## config.mk

```make
export PLATFORM = sky130hd
export DESIGN_NAME = spcm_reader
export DESIGN_NICKNAME = d
export VERILOG_FILES = /design/src/rtl/spcm_reader_pkg.sv /design/src/rtl/spcm_reader_shifter.sv /design/src/rtl/spcm_reader.sv
export SDC_FILE = /design/constraint.sdc
export NUM_CORES = 1
export LEC_CHECK = 0
export BUFFER_PORTS_ARGS = -buffer_cell sky130_fd_sc_hd__buf_2
export CORE_AREA = 8 8 107 109
export CTS_BUF_LIST = sky130_fd_sc_hd__clkbuf_8
export DETAILED_ROUTE_END_ITERATION = 10
export DIE_AREA = 0 0 115 117
export PLACE_DENSITY = 0.8
export SYNTH_ARGS = -nofsm -noshare
export SYNTH_HDL_FRONTEND = slang
export SYNTH_SLANG_ARGS = --single-unit
```

## constraint.sdc

```tcl
create_clock -name clk -period 3.1 [get_ports clk]
set_input_delay 0.62 -clock clk [delete_from_list [all_inputs] [get_ports clk]]
set_output_delay 0.62 -clock clk [all_outputs]
set_load 0.1 [all_outputs]
```

## src/rtl/spcm_reader_pkg.sv

```systemverilog
// Shared constants and FSM encoding for the serial PCM read core.
package spcm_reader_pkg;

    localparam logic [7:0] SPCM_OP_READ      = 8'h03;
    localparam logic [7:0] SPCM_OP_FAST_READ = 8'h0B;

    // Width of the bit and close counters; phase lengths must fit below 2**16.
    localparam int SPCM_CNT_W = 16;

    typedef enum logic [2:0] {
        S_IDLE,
        S_CMD,
        S_ADDR,
        S_DUMMY,
        S_DATA,
        S_CLOSE
    } spcm_state_t;

endpackage

```

## src/rtl/spcm_reader_shifter.sv

```systemverilog
// SCK divider, per-phase bit counter and mosi/miso shift registers.
module spcm_shifter
    import spcm_reader_pkg::*;
#(
    parameter int TX_W    = 32,
    parameter int CLK_DIV = 2
) (
    input  logic                  clk,
    input  logic                  rst,
    input  logic                  start,
    input  logic                  run,
    input  logic [SPCM_CNT_W-1:0] nxt_bits,
    input  logic [TX_W-1:0]       tx_data,
    input  logic                  miso,
    output logic                  sck,
    output logic                  mosi,
    output logic                  phase_done,
    output logic [31:0]           rx_word
);

    localparam int DIV_W = (CLK_DIV > 1) ? $clog2(CLK_DIV) : 1;
    localparam logic [DIV_W-1:0] DIV_MAX = DIV_W'(CLK_DIV - 1);

    logic [DIV_W-1:0]      div_cnt;
    logic [SPCM_CNT_W-1:0] bit_cnt;
    logic [TX_W-1:0]       tx_sr;
    logic                  tick;

    assign tick       = run && (div_cnt == DIV_MAX);
    assign phase_done = tick && sck && (bit_cnt == '0);
    assign mosi       = tx_sr[TX_W-1];

    // Zeros shift into tx_sr, so mosi is 0 through dummy/data and while idle.
    always_ff @(posedge clk) begin
        if (rst) begin
            div_cnt <= '0;
            sck     <= 1'b0;
            bit_cnt <= '0;
            tx_sr   <= '0;
            rx_word <= '0;
        end else if (start) begin
            div_cnt <= '0;
            sck     <= 1'b0;
            bit_cnt <= nxt_bits;
            tx_sr   <= tx_data;
        end else if (run) begin
            if (tick) begin
                div_cnt <= '0;
                sck     <= ~sck;
                if (!sck) begin
                    rx_word <= {rx_word[30:0], miso};
                end else begin
                    tx_sr   <= {tx_sr[TX_W-2:0], 1'b0};
                    bit_cnt <= (bit_cnt == '0) ? nxt_bits : bit_cnt - SPCM_CNT_W'(1);
                end
            end else begin
                div_cnt <= div_cnt + DIV_W'(1);
            end
        end
    end

endmodule

```

## src/rtl/spcm_reader.sv

```systemverilog
// Serial PCM word reader: command/address/dummy/data framing with burst continuation.
module spcm_reader
    import spcm_reader_pkg::*;
#(
    parameter int ADDR_BITS      = 24,
    parameter int CLK_DIV        = 2,
    parameter int DUMMY_BITS     = 8,
    parameter int CS_HIGH_CYCLES = 4
) (
    input  logic                 clk,
    input  logic                 rst,
    input  logic                 cs,
    input  logic [ADDR_BITS-3:0] addr,
    input  logic                 burst,
    input  logic                 fast,
    output logic [31:0]          dout,
    output logic                 busy,
    output logic                 ack,
    output logic                 spcm_cs_n,
    output logic                 spcm_sck,
    output logic                 spcm_mosi,
    input  logic                 spcm_miso
);

    localparam int TX_W = 8 + ADDR_BITS;
    localparam bit USE_DUMMY = (DUMMY_BITS > 0);
    // CLOSE covers the rest of the SCK low half plus the cs_n-high hold.
    localparam logic [SPCM_CNT_W-1:0] CLOSE_LEN = SPCM_CNT_W'(CLK_DIV + CS_HIGH_CYCLES - 2);
    localparam logic [SPCM_CNT_W-1:0] CS_HI     = SPCM_CNT_W'(CS_HIGH_CYCLES);

    spcm_state_t           state, state_nxt;
    logic [SPCM_CNT_W-1:0] close_cnt, close_nxt;
    logic [SPCM_CNT_W-1:0] nxt_bits;
    logic [TX_W-1:0]       tx_data;
    logic [31:0]           rx_word;
    logic                  fast_q;
    logic                  start, run, phase_done, closing, cs_n_nxt;

    assign tx_data = {(fast ? SPCM_OP_FAST_READ : SPCM_OP_READ), addr, 2'b00};
    assign busy    = (state != S_IDLE);
    assign closing = (state == S_DATA) && ack && !burst;
    assign run     = (state inside {S_CMD, S_ADDR, S_DUMMY, S_DATA}) && !closing;

    spcm_shifter #(
        .TX_W    (TX_W),
        .CLK_DIV (CLK_DIV)
    ) u_shifter (
        .clk        (clk),
        .rst        (rst),
        .start      (start),
        .run        (run),
        .nxt_bits   (nxt_bits),
        .tx_data    (tx_data),
        .miso       (spcm_miso),
        .sck        (spcm_sck),
        .mosi       (spcm_mosi),
        .phase_done (phase_done),
        .rx_word    (rx_word)
    );

    // nxt_bits is the length-1 of the phase that follows the current one.
    always_comb begin
        state_nxt = state;
        close_nxt = close_cnt;
        start     = 1'b0;
        nxt_bits  = SPCM_CNT_W'(31);
        case (state)
            S_IDLE: begin
                nxt_bits = SPCM_CNT_W'(7);
                if (cs) begin
                    start     = 1'b1;
                    state_nxt = S_CMD;
                end
            end
            S_CMD: begin
                nxt_bits = SPCM_CNT_W'(ADDR_BITS - 1);
                if (phase_done) state_nxt = S_ADDR;
            end
            S_ADDR: begin
                if (fast_q && USE_DUMMY) begin
                    nxt_bits = SPCM_CNT_W'(DUMMY_BITS - 1);
                    if (phase_done) state_nxt = S_DUMMY;
                end else if (phase_done) begin
                    state_nxt = S_DATA;
                end
            end
            S_DUMMY: begin
                if (phase_done) state_nxt = S_DATA;
            end
            S_DATA: begin
                if (closing) begin
                    state_nxt = S_CLOSE;
                    close_nxt = CLOSE_LEN;
                end
            end
            S_CLOSE: begin
                if (close_cnt == '0) state_nxt = S_IDLE;
                else                 close_nxt = close_cnt - SPCM_CNT_W'(1);
            end
            default: state_nxt = S_IDLE;
        endcase
        cs_n_nxt = !(state_nxt inside {S_CMD, S_ADDR, S_DUMMY, S_DATA}) &&
                   !((state_nxt == S_CLOSE) && (close_nxt >= CS_HI));
    end

    always_ff @(posedge clk) begin
        if (rst) begin
            state     <= S_IDLE;
            close_cnt <= '0;
            fast_q    <= 1'b0;
            spcm_cs_n <= 1'b1;
            ack       <= 1'b0;
            dout      <= '0;
        end else begin
            state     <= state_nxt;
            close_cnt <= close_nxt;
            spcm_cs_n <= cs_n_nxt;
            ack       <= (state == S_DATA) && phase_done;
            if (start) fast_q <= fast;
            if ((state == S_DATA) && phase_done) dout <= rx_word;
        end
    end

endmodule

```

**Word level (Yosys, flattened, before mapping)**

Index checks and enable logic that the tools add are counted.

- $add $sub $neg: 3
- $lt $le $gt $ge: 1
- Equality and inequality tests: 10
- Muxes and demuxes: 26
- Bitwise operators: 2
- Reduce and logical (&&, ||, !) cells: 26

Operators by type and width:

| kind | count |
|---|---|
| 2-to-1 mux 32 bit | 4 |
| 2-to-1 mux 16 bit | 7 |
| logical NOT 16 bit | 2 |
| case mux 16 bit (2 select lines) | 1 |
| subtractor 16 x 1 -> 16 bit (second input constant) | 2 |
| 2-to-1 mux 3 bit | 7 |
| case mux 3 bit (6 select lines) | 1 |
| >= comparator 16 x 3 -> 1 bit (second input constant) | 1 |
| case mux 5 bit (3 select lines) | 1 |
| equality test 3 x 2 -> 1 bit (second input constant) | 4 |
| equality test 3 bit (second input constant) | 4 |
| logical AND 1 bit | 9 |
| nonzero test 4 bit | 2 |
| equality test 3 x 1 -> 1 bit (second input constant) | 2 |
| nonzero test 2 bit | 3 |
| 2-to-1 mux 5 bit | 1 |
| logical NOT 1 bit | 4 |
| 2-to-1 mux 4 bit | 1 |
| AND reduction 4 bit | 1 |
| logical NOT 3 bit | 1 |
| 2-to-1 mux 1 bit | 3 |
| AND reduction 3 bit | 1 |
| nonzero test 3 bit | 1 |
| inverter 1 bit | 2 |
| 3 further kinds | 3 |

- Bits in registers: 134
- Input port bits: 28
- Output and inout bits: 37
- Logic and storage cells: 79

**Logic depth before layout (Yosys ltp)**

Gate-level depths: netlist of the first run.

- Word-level depth: 15
- Depth in mapped cells: 10
- Mapped depth without buffers: 9

**Hierarchy**

A second synthesis of the first run with hierarchy kept.

- Cells, all modules: 823
- Area, all modules: 6142.1 µm²

Modules (own cells, without submodules):

| module | times used | cells an instance | area an instance (µm²) | seq. area each (µm²) |
|---|---|---|---|---|
| spcm_shifter | 1 | 496 | 3631.0 | 1641.6 |
| spcm_reader | 1 | 327 | 2511.2 | 1081.0 |

**Least setup slack after synthesis of the first run**

Ideal clock, no wire load.

- Kind: reg-to-reg
- From: register u_shifter.bit_cnt[0]
- To: register spcm_cs_n
- Arrival time: 2.532 ns
- Slack: 0.447 ns
- Stages on the path, launching flop included: 10
- Clock period less this slack: 2.653 ns
- Path through: dfxtp_1 -> inv_1 -> ha_1 -> or3b_1 -> or4b_4 -> nor4_4 -> mux2_1 -> o2111a_2 -> a31oi_1 -> o21ai_1

- Cells in the longest elaborated chain, start to end: 9
- Elaborated cells between the ends (all ways): 17
- Classes of those cells: eq/ne (5); mux (5); reduce/logical (7)

RTL lines:

| item | line | source |
|---|---|---|
| from (decl) | spcm_reader_shifter.sv:25 | `logic [SPCM_CNT_W-1:0] bit_cnt;` |
| from (signal assigned) | spcm_reader_shifter.sv:44 | `bit_cnt <= nxt_bits;` |
| from (signal assigned) | spcm_reader_shifter.sv:54 | `bit_cnt <= (bit_cnt == '0) ? nxt_bits : bit_cnt - SPCM_CNT_W'(1);` |
| logical NOT 16 bit * | spcm_reader_shifter.sv:30 | `assign phase_done = tick && sck && (bit_cnt == '0);` |
| logical AND 1 bit * | spcm_reader_shifter.sv:30 |  |
| 2-to-1 mux 3 bit, on equally long branches | spcm_reader.sv:83, spcm_reader.sv:88, spcm_reader.sv:82 |  |
| 2-to-1 mux 3 bit | spcm_reader.sv:80 | `if (fast_q && USE_DUMMY) begin` |
| case mux 3 bit (6 select lines) * | spcm_reader.sv:67 | `case (state)` |
| equality test 3 x 1 -> 1 bit (tied with other cells) | spcm_reader.sv:102 | `cs_n_nxt = !(state_nxt inside {S_CMD, S_ADDR, S_DUMMY, S_DATA}) &&` |
| nonzero test 4 bit or logical AND 1 bit (tied branches) | spcm_reader.sv:102, spcm_reader.sv:103 |  |
| logical NOT 1 bit, on equally long branches | spcm_reader.sv:102, spcm_reader.sv:103 |  |
| logical AND 1 bit * | spcm_reader.sv:102 |  |
| to (signal assigned) | spcm_reader.sv:117 | `spcm_cs_n <= cs_n_nxt;` |
| to (decl) | spcm_reader.sv:19 | `output logic spcm_cs_n,` |

Every way passes the cells marked *; elsewhere a longest branch is shown, timed or not.
A chain may end at the register's enable or synchronous reset.

**Worst setup path in the final report of the first run**

Ends and elaborated chain as after synthesis.

==> results.md, run 1 <==
- R2R Path End: spcm_cs_n$_SDFF_PP1_
- Fraction of layout cells with a size suffix above 1: 16.56%
- Final wirelength: 12.62 mm
- Setup bufs post-CTS: 0
- Post-Syn Area: 5674 sq um
- Ports: 65
- Most frequent cells after synthesis: 169 x nand2_1, 134 x dfxtp_1, 108 x nor2_1, 86 x a21oi_1, 33 x clkbuf_1
- Area growth syn-to-layout: 13.76%
- # nets final: 809
- Max_cap viols: 0
- Crit-path cells: inv_1, ha_1, or3b_1, or4b_4, nor4_4, mux2_1, o2111a_2, a31oi_1, o21ai_1
- Crit path time final: 2.895 ns
- Yosys reg bits: 134
- Initial antenna violation count: 0
- Die height: 117 um
- Top cells by area, synth: dfxtp_1 47%, nand2_1 11%, a21oi_1 7.6%
- Worst r2r src: u_shifter.bit_cnt[0]$_SDFFE_PP0P_
- Initial Util: 57.27%
- DRC Markers: 0
- Vias: 5148
- Pre-CTS setup slack: 0.1530 ns
- CTS Buffer Depth: 2
- Post-synth ARST share: 0%
- Final Hold Slack: 0.4253 ns
- Non-Filler Cell Area, Final: 6455 sq um
- CTS tree: done
- EDFF count, synth: 0
- DRT met1 WL: 5.596 mm
- Reg-to-reg slack, setup: 0.20 ns
- Status: finished, final reports clean
- Worst Clk Skew: 0.01676 ns
- Reg clk slew, reported paths: 0.09 ns
- Total track usage: 19.14%
- Setup TNS: 0 ns
- Final period utilization: 93.39%
- Worst setup margin: 0.2049 ns
- Hold_sp: spcm_miso
- Syn avg cell area: 7.784 sq um
- Crit start category: flop
- Highest metal used: met4
- IO Port Bufs: 64
- Max_slew headroom: 50.81%
- Ys Warns: 0
- Post-CTS Hold Buffers: 0
- Critical Path Slowest Stage Cell: or4b_4
- CP startpoint: u_shifter.bit_cnt[0]$_SDFFE_PP0P_
- Metal3 WL: 614 um
- Max Clock Freq: 345.4 MHz
- Largest net degree at the start of global routing: 72
- Die Span X: 115 um
- Final Hold Viols: 0
- Placed cell areas: 6051 sq um
- Cts bufs inserted: 17
- RSZ-0062 raised after global routing: no
- R2R depth: 9
- Lkg Pwr: 2.515 nW
- Synth Flop Type: dfxtp_1
- Skew-Pair Late Insertion Delay: 0.44 ns
- Hold WC Path Type: in -> reg
- Nature of the critical path endpoint: flop
- Row Count: 37
- Yosys cell types: 58
- Worst slew pin tran: 0.7379 ns
- ANT nets after route: 0
- Required @ worst endpoint: 3.42 ns
- First-pass GRT wire length: 21.13 mm
- Vias/cell: 5.553
- Worst-path fanout max: 5
- First-pass DRT Iterations: 6
- Wire length on met2: 6.248 mm
- # diodes: 0
- Synth area leader: dfxtp_1
- DP HPWL: 8.436 mm
- Overflow after GRT: 0
- CTS H-Tree Depth: 4
- Post-CTS Resized: 0
- Core region area: 9907 sq um
- Worst setup endpoint: spcm_cs_n$_SDFF_PP1_
- Gpl congestion: 0.8876
- DR iter-0 viols: 352
- PD cells: 550.7 nW/um^2
- Die Area: 13460 sq um
- Most numerous cell in the Yosys netlist: nand2_1
- Max VDD drop: 0.3843 mV
- CP arrival: 3.21 ns
- Kind of critical path: reg -> reg
- Clock root buffer master: clkbuf_8
- Sequential area share after synthesis: 47.28%
- Max Slew Vio Count: 0
- Max incr delay on CP: 0.55 ns
- CTS sink cnt: 134
- Post-synthesis cell count: 729
- Vias in the first global route: 4802
- Final setup viols: 0
- Post-Syn Nets: 760
- Top cell type's share of synthesized area: 47.28%
- WL/cell: 13.61 um
how the worst min path moves through the flow:
stage / end / slack, ns / depth (start not counted)
detailed placement: dout[6]$_SDFFE_PP0P_ / 0.44 / 2
CTS: u_shifter.rx_word[0]$_SDFFE_PP0P_ / 0.40 / 3
finish: u_shifter.rx_word[0]$_SDFFE_PP0P_ / 0.43 / 3
floorplan: fast_q$_SDFFE_PP0P_ / 0.43 / 2
global route: u_shifter.rx_word[0]$_SDFFE_PP0P_ / 0.42 / 3
global placement: u_shifter.tx_sr[26]$_SDFFE_PP0P_ / 0.44 / 2
final cells by class:
| type | count | area, sq um |
|---|---|---|
| multi-input combinational | 542 | 2763 |
| sequential | 134 | 2683 |
| inverter | 8 | 30.03 |
| tap | 136 | 170.2 |
| timing repair buffer | 75 | 405.4 |
| fill | 844 | 3452 |
| clock inverter | 15 | 170.2 |
| clock buffer | 17 | 234.0 |
state kept, by name, indices dropped and copies added, names as in the netlist:
signal	flops
u_shifter.bit_cnt	16
u_shifter.div_cnt	1
spcm_cs_n	1
state	3
u_shifter.tx_sr	30
fast_q	1
dout	32
u_shifter.sck	1
ack	1
close_cnt	16
u_shifter.rx_word	32
logic make-up after synthesis:
| kind of cell | Yosys count | synth area share, % |
|---|---|---|
| compound gates | 140 | 14.53 |
| xor+xnor | 12 | 1.852 |
| fa+ha+maj | 3 | 0.6616 |
| buf+inv | 53 | 4.079 |
| flops | 134 | 47.28 |
| mux | 4 | 0.7717 |
| simple gates | 383 | 30.83 |
where the power goes:
group,total [mW],internal (mW),switching [mW]
Clock,1.47,0.737,0.729
Combinational,0.284,0.106,0.178
Sequential,1.81,1.77,0.0375
worst max-delay path, delay by kind of cell, from the launching register on:
family | cells | cell delay (ns)
simple gates | 3 | 1.24
compound gates | 3 | 0.60
mux | 1 | 0.37
flops | 1 | 0.35
fa+ha+maj | 1 | 0.16
buf+inv | 1 | 0.08
per-stage QoR:
step / power (mW) / utilization [%] / std cells
2_1_floorplan: 2.057 / - / 729
5_1_grt: 3.695 / 65.16 / 927
3_5_place_dp: 2.127 / 61.08 / 895
3_3_place_gp: 2.114 / 61.08 / 895
6_report: 3.555 / 65.16 / 927
4_1_cts: 3.586 / 65.16 / 927
metal layers:
layer	global-route usage (%)	vias up
li1	-	2587
met1	22.37	2402
met2	33.01	138
met3	4.515	21
met4	8.144	0
met5	0	-
cell usage in the layout, fill, tap and decap left out, types with 3 or more instances in the layout:
master / netlist / final
nor3_1: 18 / 18
xnor2_1: 7 / 7
a21oi_2: 5 / 5
nand2b_1: 3 / 3
dfxtp_1: 134 / 134
and2_1: 3 / 3
a311oi_1: 3 / 3
o31ai_1: 4 / 4
a21oi_1: 86 / 86
buf_2: 8 / 63
nand2_1: 169 / 169
clkbuf_8: 0 / 17
nor4_1: 30 / 30
or4_1: 4 / 4
inv_6: 0 / 3
inv_8: 0 / 3
and3_1: 4 / 4
o211ai_1: 4 / 4
nor2b_1: 4 / 4
ha_1: 3 / 3
or4_4: 3 / 3
or2_2: 3 / 3
nand3_1: 11 / 11
buf_4: 0 / 12
a31oi_1: 8 / 8
xor2_1: 5 / 5
or3_1: 8 / 8
clkinv_4: 0 / 3
o21ai_0: 10 / 10
inv_1: 8 / 9
nor2_1: 108 / 107
Note: power is estimated with default switching activity, not from simulation.
==> run 2: changes to the inputs <==
--- a/config.mk
+++ b/config.mk
@@ -6,11 +6,11 @@
 export NUM_CORES = 1
 export LEC_CHECK = 0
 export BUFFER_PORTS_ARGS = -buffer_cell sky130_fd_sc_hd__buf_2
-export CORE_AREA = 8 8 107 109
+export CORE_AREA = 8 8 129 131
 export CTS_BUF_LIST = sky130_fd_sc_hd__clkbuf_8
 export DETAILED_ROUTE_END_ITERATION = 10
-export DIE_AREA = 0 0 115 117
-export PLACE_DENSITY = 0.8
+export DIE_AREA = 0 0 137 139
+export PLACE_DENSITY = 0.65
 export SYNTH_ARGS = -nofsm -noshare
 export SYNTH_HDL_FRONTEND = slang
 export SYNTH_SLANG_ARGS = --single-unit
==> run 2 against run 1 <==
Compared with the run above: final area grew 0.52%; highest routed layer unchanged; utilization shrank 21 points; power shrank 5.7%; cell count grew 5.8%; worst hold slack lost 0.012 ns; critical path depth is the same; critical endpoint unchanged; critical path type unchanged.
==> results.md, run 2 (same netlist as run 1, synthesis figures left out) <==
- R2R Path End: spcm_cs_n$_SDFF_PP1_
- Nature of the critical path endpoint: flop
- Vias in the first global route: 4701
- DP HPWL: 8.560 mm
- IO Port Bufs: 64
- RSZ-0062 raised after global routing: no
- Final cell utilization of the core: 43.99%
- Die Span X: 137 um
- Lkg Pwr: 2.532 nW
- CTS Buffer Depth: 2
- Fraction of layout cells with a size suffix above 1: 16.27%
- Overflow after GRT: 0
- Final Hold Viols: 0
- Commonest non-fill, non-tap cell in the layout: nand2_1
- Max_cap viols: 0
- Total track usage: 14.05%
- Hold WC Path Type: in -> reg
- Hold Path End: u_shifter.rx_word[0]$_SDFFE_PP0P_
- Kind of critical path: reg -> reg
- Top delay family on crit path: simple AND/OR/NAND/NOR gates
- # nets final: 814
- CTS tree: done
- Crit path time final: 2.841 ns
- Non-Filler Cell Area, Final: 6489 sq um
- CTS H-Tree Depth: 4
- R2R depth: 9
- Crit start category: flop
- Required @ worst endpoint: 3.44 ns
- Final wirelength: 12.93 mm
- Gpl congestion: 0.8451
- Final setup viols: 0
- CTS sink cnt: 134
- Initial Util: 38.46%
- Cells after DPL: 952
- Area growth syn-to-layout: 14.35%
- Cts bufs inserted: 17
- Crit-path cells: inv_1, ha_1, or3b_1, or4b_4, nor4_4, mux2_1, o2111a_2, a31oi_1, o21ai_1
- Reg clk slew, reported paths: 0.07 ns
- Max Slew Vio Count: 0
- Final period utilization: 91.65%
- Number of buffers and inverters on the critical path: 1
- WL/cell: 13.18 um
- DR iter-0 viols: 345
- Initial antenna violation count: 0
- First-pass GRT wire length: 22.11 mm
- Placed cell areas: 6153 sq um
- Worst setup margin: 0.2587 ns
- Biggest regs: dout: 32 flops, u_shifter.rx_word: 32 flops, u_shifter.tx_sr: 30 flops
- Status: finished, final reports clean
- Hold-critical path depth: 3
- PD cells: 516.4 nW/um^2
- Tot Pwr: 3.351 mW
- Worst-path fanout max: 5
- Die Area: 19040 sq um
- Setup TNS: 0 ns
- Filler cells: 1577
- Die height: 139 um
- Largest net degree at the start of global routing: 57
- Max incr delay on CP: 0.55 ns
- Worst r2r src: u_shifter.bit_cnt[0]$_SDFFE_PP0P_
- Vias/cell: 5.095
- Worst Clk Skew: 0.01218 ns
- Pre-CTS setup slack: 0.2675 ns
- Final Hold Slack: 0.4128 ns
- Worst slew pin tran: 0.6284 ns
- Max_slew headroom: 58.10%
- Ports: 65
- Vias: 4998
- Cell Count, Final, Fillers Out: 981
- Most frequent cells in the layout: 169 x nand2_1, 134 x dfxtp_1, 106 x nor2_1
- Skew-Pair Late Insertion Delay: 0.45 ns
- First-pass DRT Iterations: 4
- Core region area: 14750 sq um
- Clock root buffer master: clkbuf_8
- CP arrival: 3.18 ns
- # diodes: 0
- Multi-input gate area: 2765 sq um
- Reg-to-reg slack, setup: 0.26 ns
- DRC Markers: 0
- Hold_sp: spcm_miso
- Max VDD drop: 0.3686 mV
- Critical Path Slowest Stage Cell: or4b_4
- ANT nets after route: 0
- Storage cell area: 2683 sq um
- Row Count: 45
- Max Clock Freq: 352.0 MHz
## run 2: cell type report
class                   instances  share of cell area [%]
flip-flops and latches        134                   41.34
repair buffers                 80                   6.826
clock buffers                  19                   4.030
clock inverters                10                   1.099
well taps                     188                   3.625
multi-input cells             542                   42.61
inverters                       8                  0.4628
## run 2: timing repair
action                                  in CTS  in global routing
endpoints found under the setup margin       0                  1
resized for setup                            0                  1
hold buffers                                 0                  0
buffers inserted                             0                  0
## run 2: worst max-delay path by stage
stage                                 endpoint                               from  depth (start not counted)  slack [ns]
final                     spcm_cs_n$_SDFF_PP1_  u_shifter.bit_cnt[0]$_SDFFE_PP0P_                          9        0.26
after floorplan           spcm_cs_n$_SDFF_PP1_  u_shifter.bit_cnt[0]$_SDFFE_PP0P_                          9        0.45
after CTS                 spcm_cs_n$_SDFF_PP1_  u_shifter.bit_cnt[0]$_SDFFE_PP0P_                          9        0.25
after global routing      spcm_cs_n$_SDFF_PP1_  u_shifter.bit_cnt[0]$_SDFFE_PP0P_                          9        0.05
after detailed placement  spcm_cs_n$_SDFF_PP1_  u_shifter.bit_cnt[0]$_SDFFE_PP0P_                          9        0.27
after global placement    spcm_cs_n$_SDFF_PP1_  u_shifter.bit_cnt[0]$_SDFFE_PP0P_                          9        0.33
## run 2: worst reg2reg max path, cell delays in order (launching register included)
cell,delay (ns)
dfxtp_1,0.35
inv_1,0.07
ha_1,0.16
or3b_1,0.42
or4b_4,0.55
nor4_4,0.34
mux2_1,0.36
o2111a_2,0.26
a31oi_1,0.16
o21ai_1,0.08
## run 2: metal layers
layer | wire [um] | share of wire [%] | global-route usage [%] | up-vias
li1 | - | - | - | 2602
met1 | 6277 | 49 | 18.04 | 2302
met2 | 5904 | 46 | 21.38 | 82
met3 | 560 | 4.3 | 4.239 | 12
met4 | 189 | 1.5 | 5.664 | 0
met5 | 0 | 0 | 0 | -
## run 2: where the power goes
| group | leakage, nW | switching, mW | internal, mW |
|---|---|---|---|
| Clock | 0.195 | 0.616 | 0.642 |
| Sequential | 1.09 | 0.0337 | 1.77 |
| Combinational | 1.25 | 0.180 | 0.109 |
| Total | 2.53 | 0.830 | 2.52 |
==> run 3: changes to the inputs <==
--- a/config.mk
+++ b/config.mk
@@ -5,6 +5,7 @@
 export SDC_FILE = /design/constraint.sdc
 export NUM_CORES = 1
 export LEC_CHECK = 0
+export ABC_CLOCK_PERIOD_IN_PS = 3100
 export BUFFER_PORTS_ARGS = -buffer_cell sky130_fd_sc_hd__buf_2
 export CORE_AREA = 8 8 129 131
 export CTS_BUF_LIST = sky130_fd_sc_hd__clkbuf_8
==> constraint.sdc (replaced) <==
create_clock -name clk -period 3.1 [get_ports clk]
set_input_delay 0.31 -clock clk [delete_from_list [all_inputs] [get_ports clk]]
set_output_delay 0.31 -clock clk [all_outputs]
set_load 0.1 [all_outputs]
==> run 3 against run 2 <==
Compared with the run above: sequential power hardly changed; maximum frequency is 2.6% higher; via count is 0.22% lower; worst hold slack worse by 0.31 ns; largest power group unchanged.
==> results.md, run 3 (same netlist as run 1, synthesis figures left out) <==
- Required @ worst endpoint: 3.42 ns
- Status: finished, final reports clean
- Top delay family on crit path: simple AND/OR/NAND/NOR gates
- Reg-to-reg slack, setup: 0.33 ns
- Row Count: 45
- Hold-critical path depth: 3
- First-pass DRT Iterations: 5
- Crit-path cells: inv_1, ha_1, or3b_1, or4b_4, nor4_4, mux2_1, o2111a_2, a31oi_1, o21ai_1
- Initial Util: 38.46%
- Cts bufs inserted: 17
- Initial antenna violation count: 0
- Die Area: 19040 sq um
- Crit path time final: 2.770 ns
- Vias: 4987
- Clock root buffer master: clkbuf_8
- CTS sink cnt: 134
- Worst slew pin tran: 0.6189 ns
- Post-CTS Resized: 0
- Most frequent cells in the layout: 169 x nand2_1, 134 x dfxtp_1, 107 x nor2_1
- Max Clock Freq: 361.0 MHz
- Cell Count, Final, Fillers Out: 982
- # nets final: 812
- Final wirelength: 12.77 mm
- R2R Path End: spcm_cs_n$_SDFF_PP1_
- CTS Buffer Depth: 2
- Max_cap viols: 0
- Final Hold Viols: 0
- Final Hold Slack: 0.1066 ns
- CTS H-Tree Depth: 4
- Reg clk slew, reported paths: 0.08 ns
- Max Slew Vio Count: 0
- WL/cell: 13.01 um
- CTS tree: done
- Kind of critical path: reg -> reg
- Filler cells: 1507
- Max incr delay on CP: 0.54 ns
- Skew-Pair Late Insertion Delay: 0.44 ns
- Vias/cell: 5.078
- Worst r2r src: u_shifter.bit_cnt[0]$_SDFFE_PP0P_
- Tot Pwr: 3.686 mW
- Cells after DPL: 950
- Die Span X: 137 um
- Number of buffers and inverters on the critical path: 1
- R2R depth: 9
- Post-CTS Hold Buffers: 0
- Total track usage: 13.59%
- Non-Filler Cell Area, Final: 6578 sq um
- DRC Markers: 0
- Worst Clk Skew: 0.01040 ns
- Die height: 139 um
- Nature of the critical path endpoint: flop
- Core region area: 14750 sq um
- Commonest non-fill, non-tap cell in the layout: nand2_1
- Vias in the first global route: 4557
- Multi-input gate area: 2763 sq um
- RSZ-0062 raised after global routing: no
- Worst-path fanout max: 5
- Worst setup margin: 0.3302 ns
- Max_slew headroom: 58.74%
- Biggest regs: dout: 32 flops, u_shifter.rx_word: 32 flops, u_shifter.tx_sr: 30 flops
- Final cell utilization of the core: 44.59%
- DP HPWL: 8.457 mm
- Largest net degree at the start of global routing: 56
- DR iter-0 viols: 304
- Area growth syn-to-layout: 15.92%
- Final setup viols: 0
- Placed cell areas: 6138 sq um
- ANT nets after route: 0
- Hold_sp: spcm_miso
- Hold Path End: u_shifter.rx_word[0]$_SDFFE_PP0P_
- Fraction of layout cells with a size suffix above 1: 16.88%
- Storage cell area: 2683 sq um
- Lkg Pwr: 2.555 nW
- IO Port Bufs: 64
- Hold WC Path Type: in -> reg
- Setup bufs post-CTS: 0
- Crit start category: flop
- Overflow after GRT: 0
- Ports: 65
- Setup TNS: 0 ns
- Max VDD drop: 0.2679 mV
- Critical Path Slowest Stage Cell: or4b_4
- CP arrival: 3.09 ns
- Pre-CTS setup slack: 0.3602 ns
- Gpl congestion: 0.8113
- First-pass GRT wire length: 21.58 mm
- # diodes: 0
- Final period utilization: 89.35%
- PD cells: 560.4 nW/um^2
==> run 3: cell count changes in the layout (fill, tap and decap cells not counted) <==
cell        delta
inv_6          +2
bufinv_16      +3
inv_1          -5
clkinvlp_4     +1
clkinv_2       +2
buf_4          -2
nor2_1         +1
nor2_2         -1
==> run 3: report_power, final <==
part	internal [mW]	total [mW]	switching, mW
combinational	0.108	0.287	0.180
clock	0.917	1.60	0.680
sequential	1.77	1.80	0.0331
total	2.79	3.69	0.893
==> run 3: area by class of cell <==
cell class | count | area share (%)
Clock buffer | 19 | 3.976
Clock inverter | 13 | 2.701
Inverter | 8 | 0.4565
Multi-Input combinational cell | 542 | 42.00
Sequential cell | 134 | 40.78
Tap cell | 188 | 3.576
Timing Repair Buffer | 78 | 6.506
==> run 3: worst max-delay path by stage <==
stage | from | to | slack [ns] | cells past startpoint
finish | u_shifter.bit_cnt[0]$_SDFFE_PP0P_ | spcm_cs_n$_SDFF_PP1_ | 0.33 | 9
global placement | u_shifter.bit_cnt[0]$_SDFFE_PP0P_ | spcm_cs_n$_SDFF_PP1_ | 0.43 | 9
CTS | u_shifter.bit_cnt[0]$_SDFFE_PP0P_ | spcm_cs_n$_SDFF_PP1_ | 0.32 | 9
global route | u_shifter.bit_cnt[0]$_SDFFE_PP0P_ | spcm_cs_n$_SDFF_PP1_ | 0.16 | 9
detailed placement | u_shifter.bit_cnt[0]$_SDFFE_PP0P_ | spcm_cs_n$_SDFF_PP1_ | 0.36 | 9
floorplan | u_shifter.bit_cnt[0]$_SDFFE_PP0P_ | spcm_cs_n$_SDFF_PP1_ | 0.45 | 9
==> run 3: metal layers <==
metal / GRT usage, % / up-vias / wire length, um
li1: - / 2590 / -
met4: 5.721 / 0 / 184
met5: 0 / - / 0
met3: 3.623 / 11 / 373
met1: 17.27 / 2315 / 6170
met2: 21.12 / 71 / 6044
==> run 3: worst min-delay path: stages <==
cell     delay [ns]
buf_2          0.10
nand2_1        0.04
a21oi_1        0.05
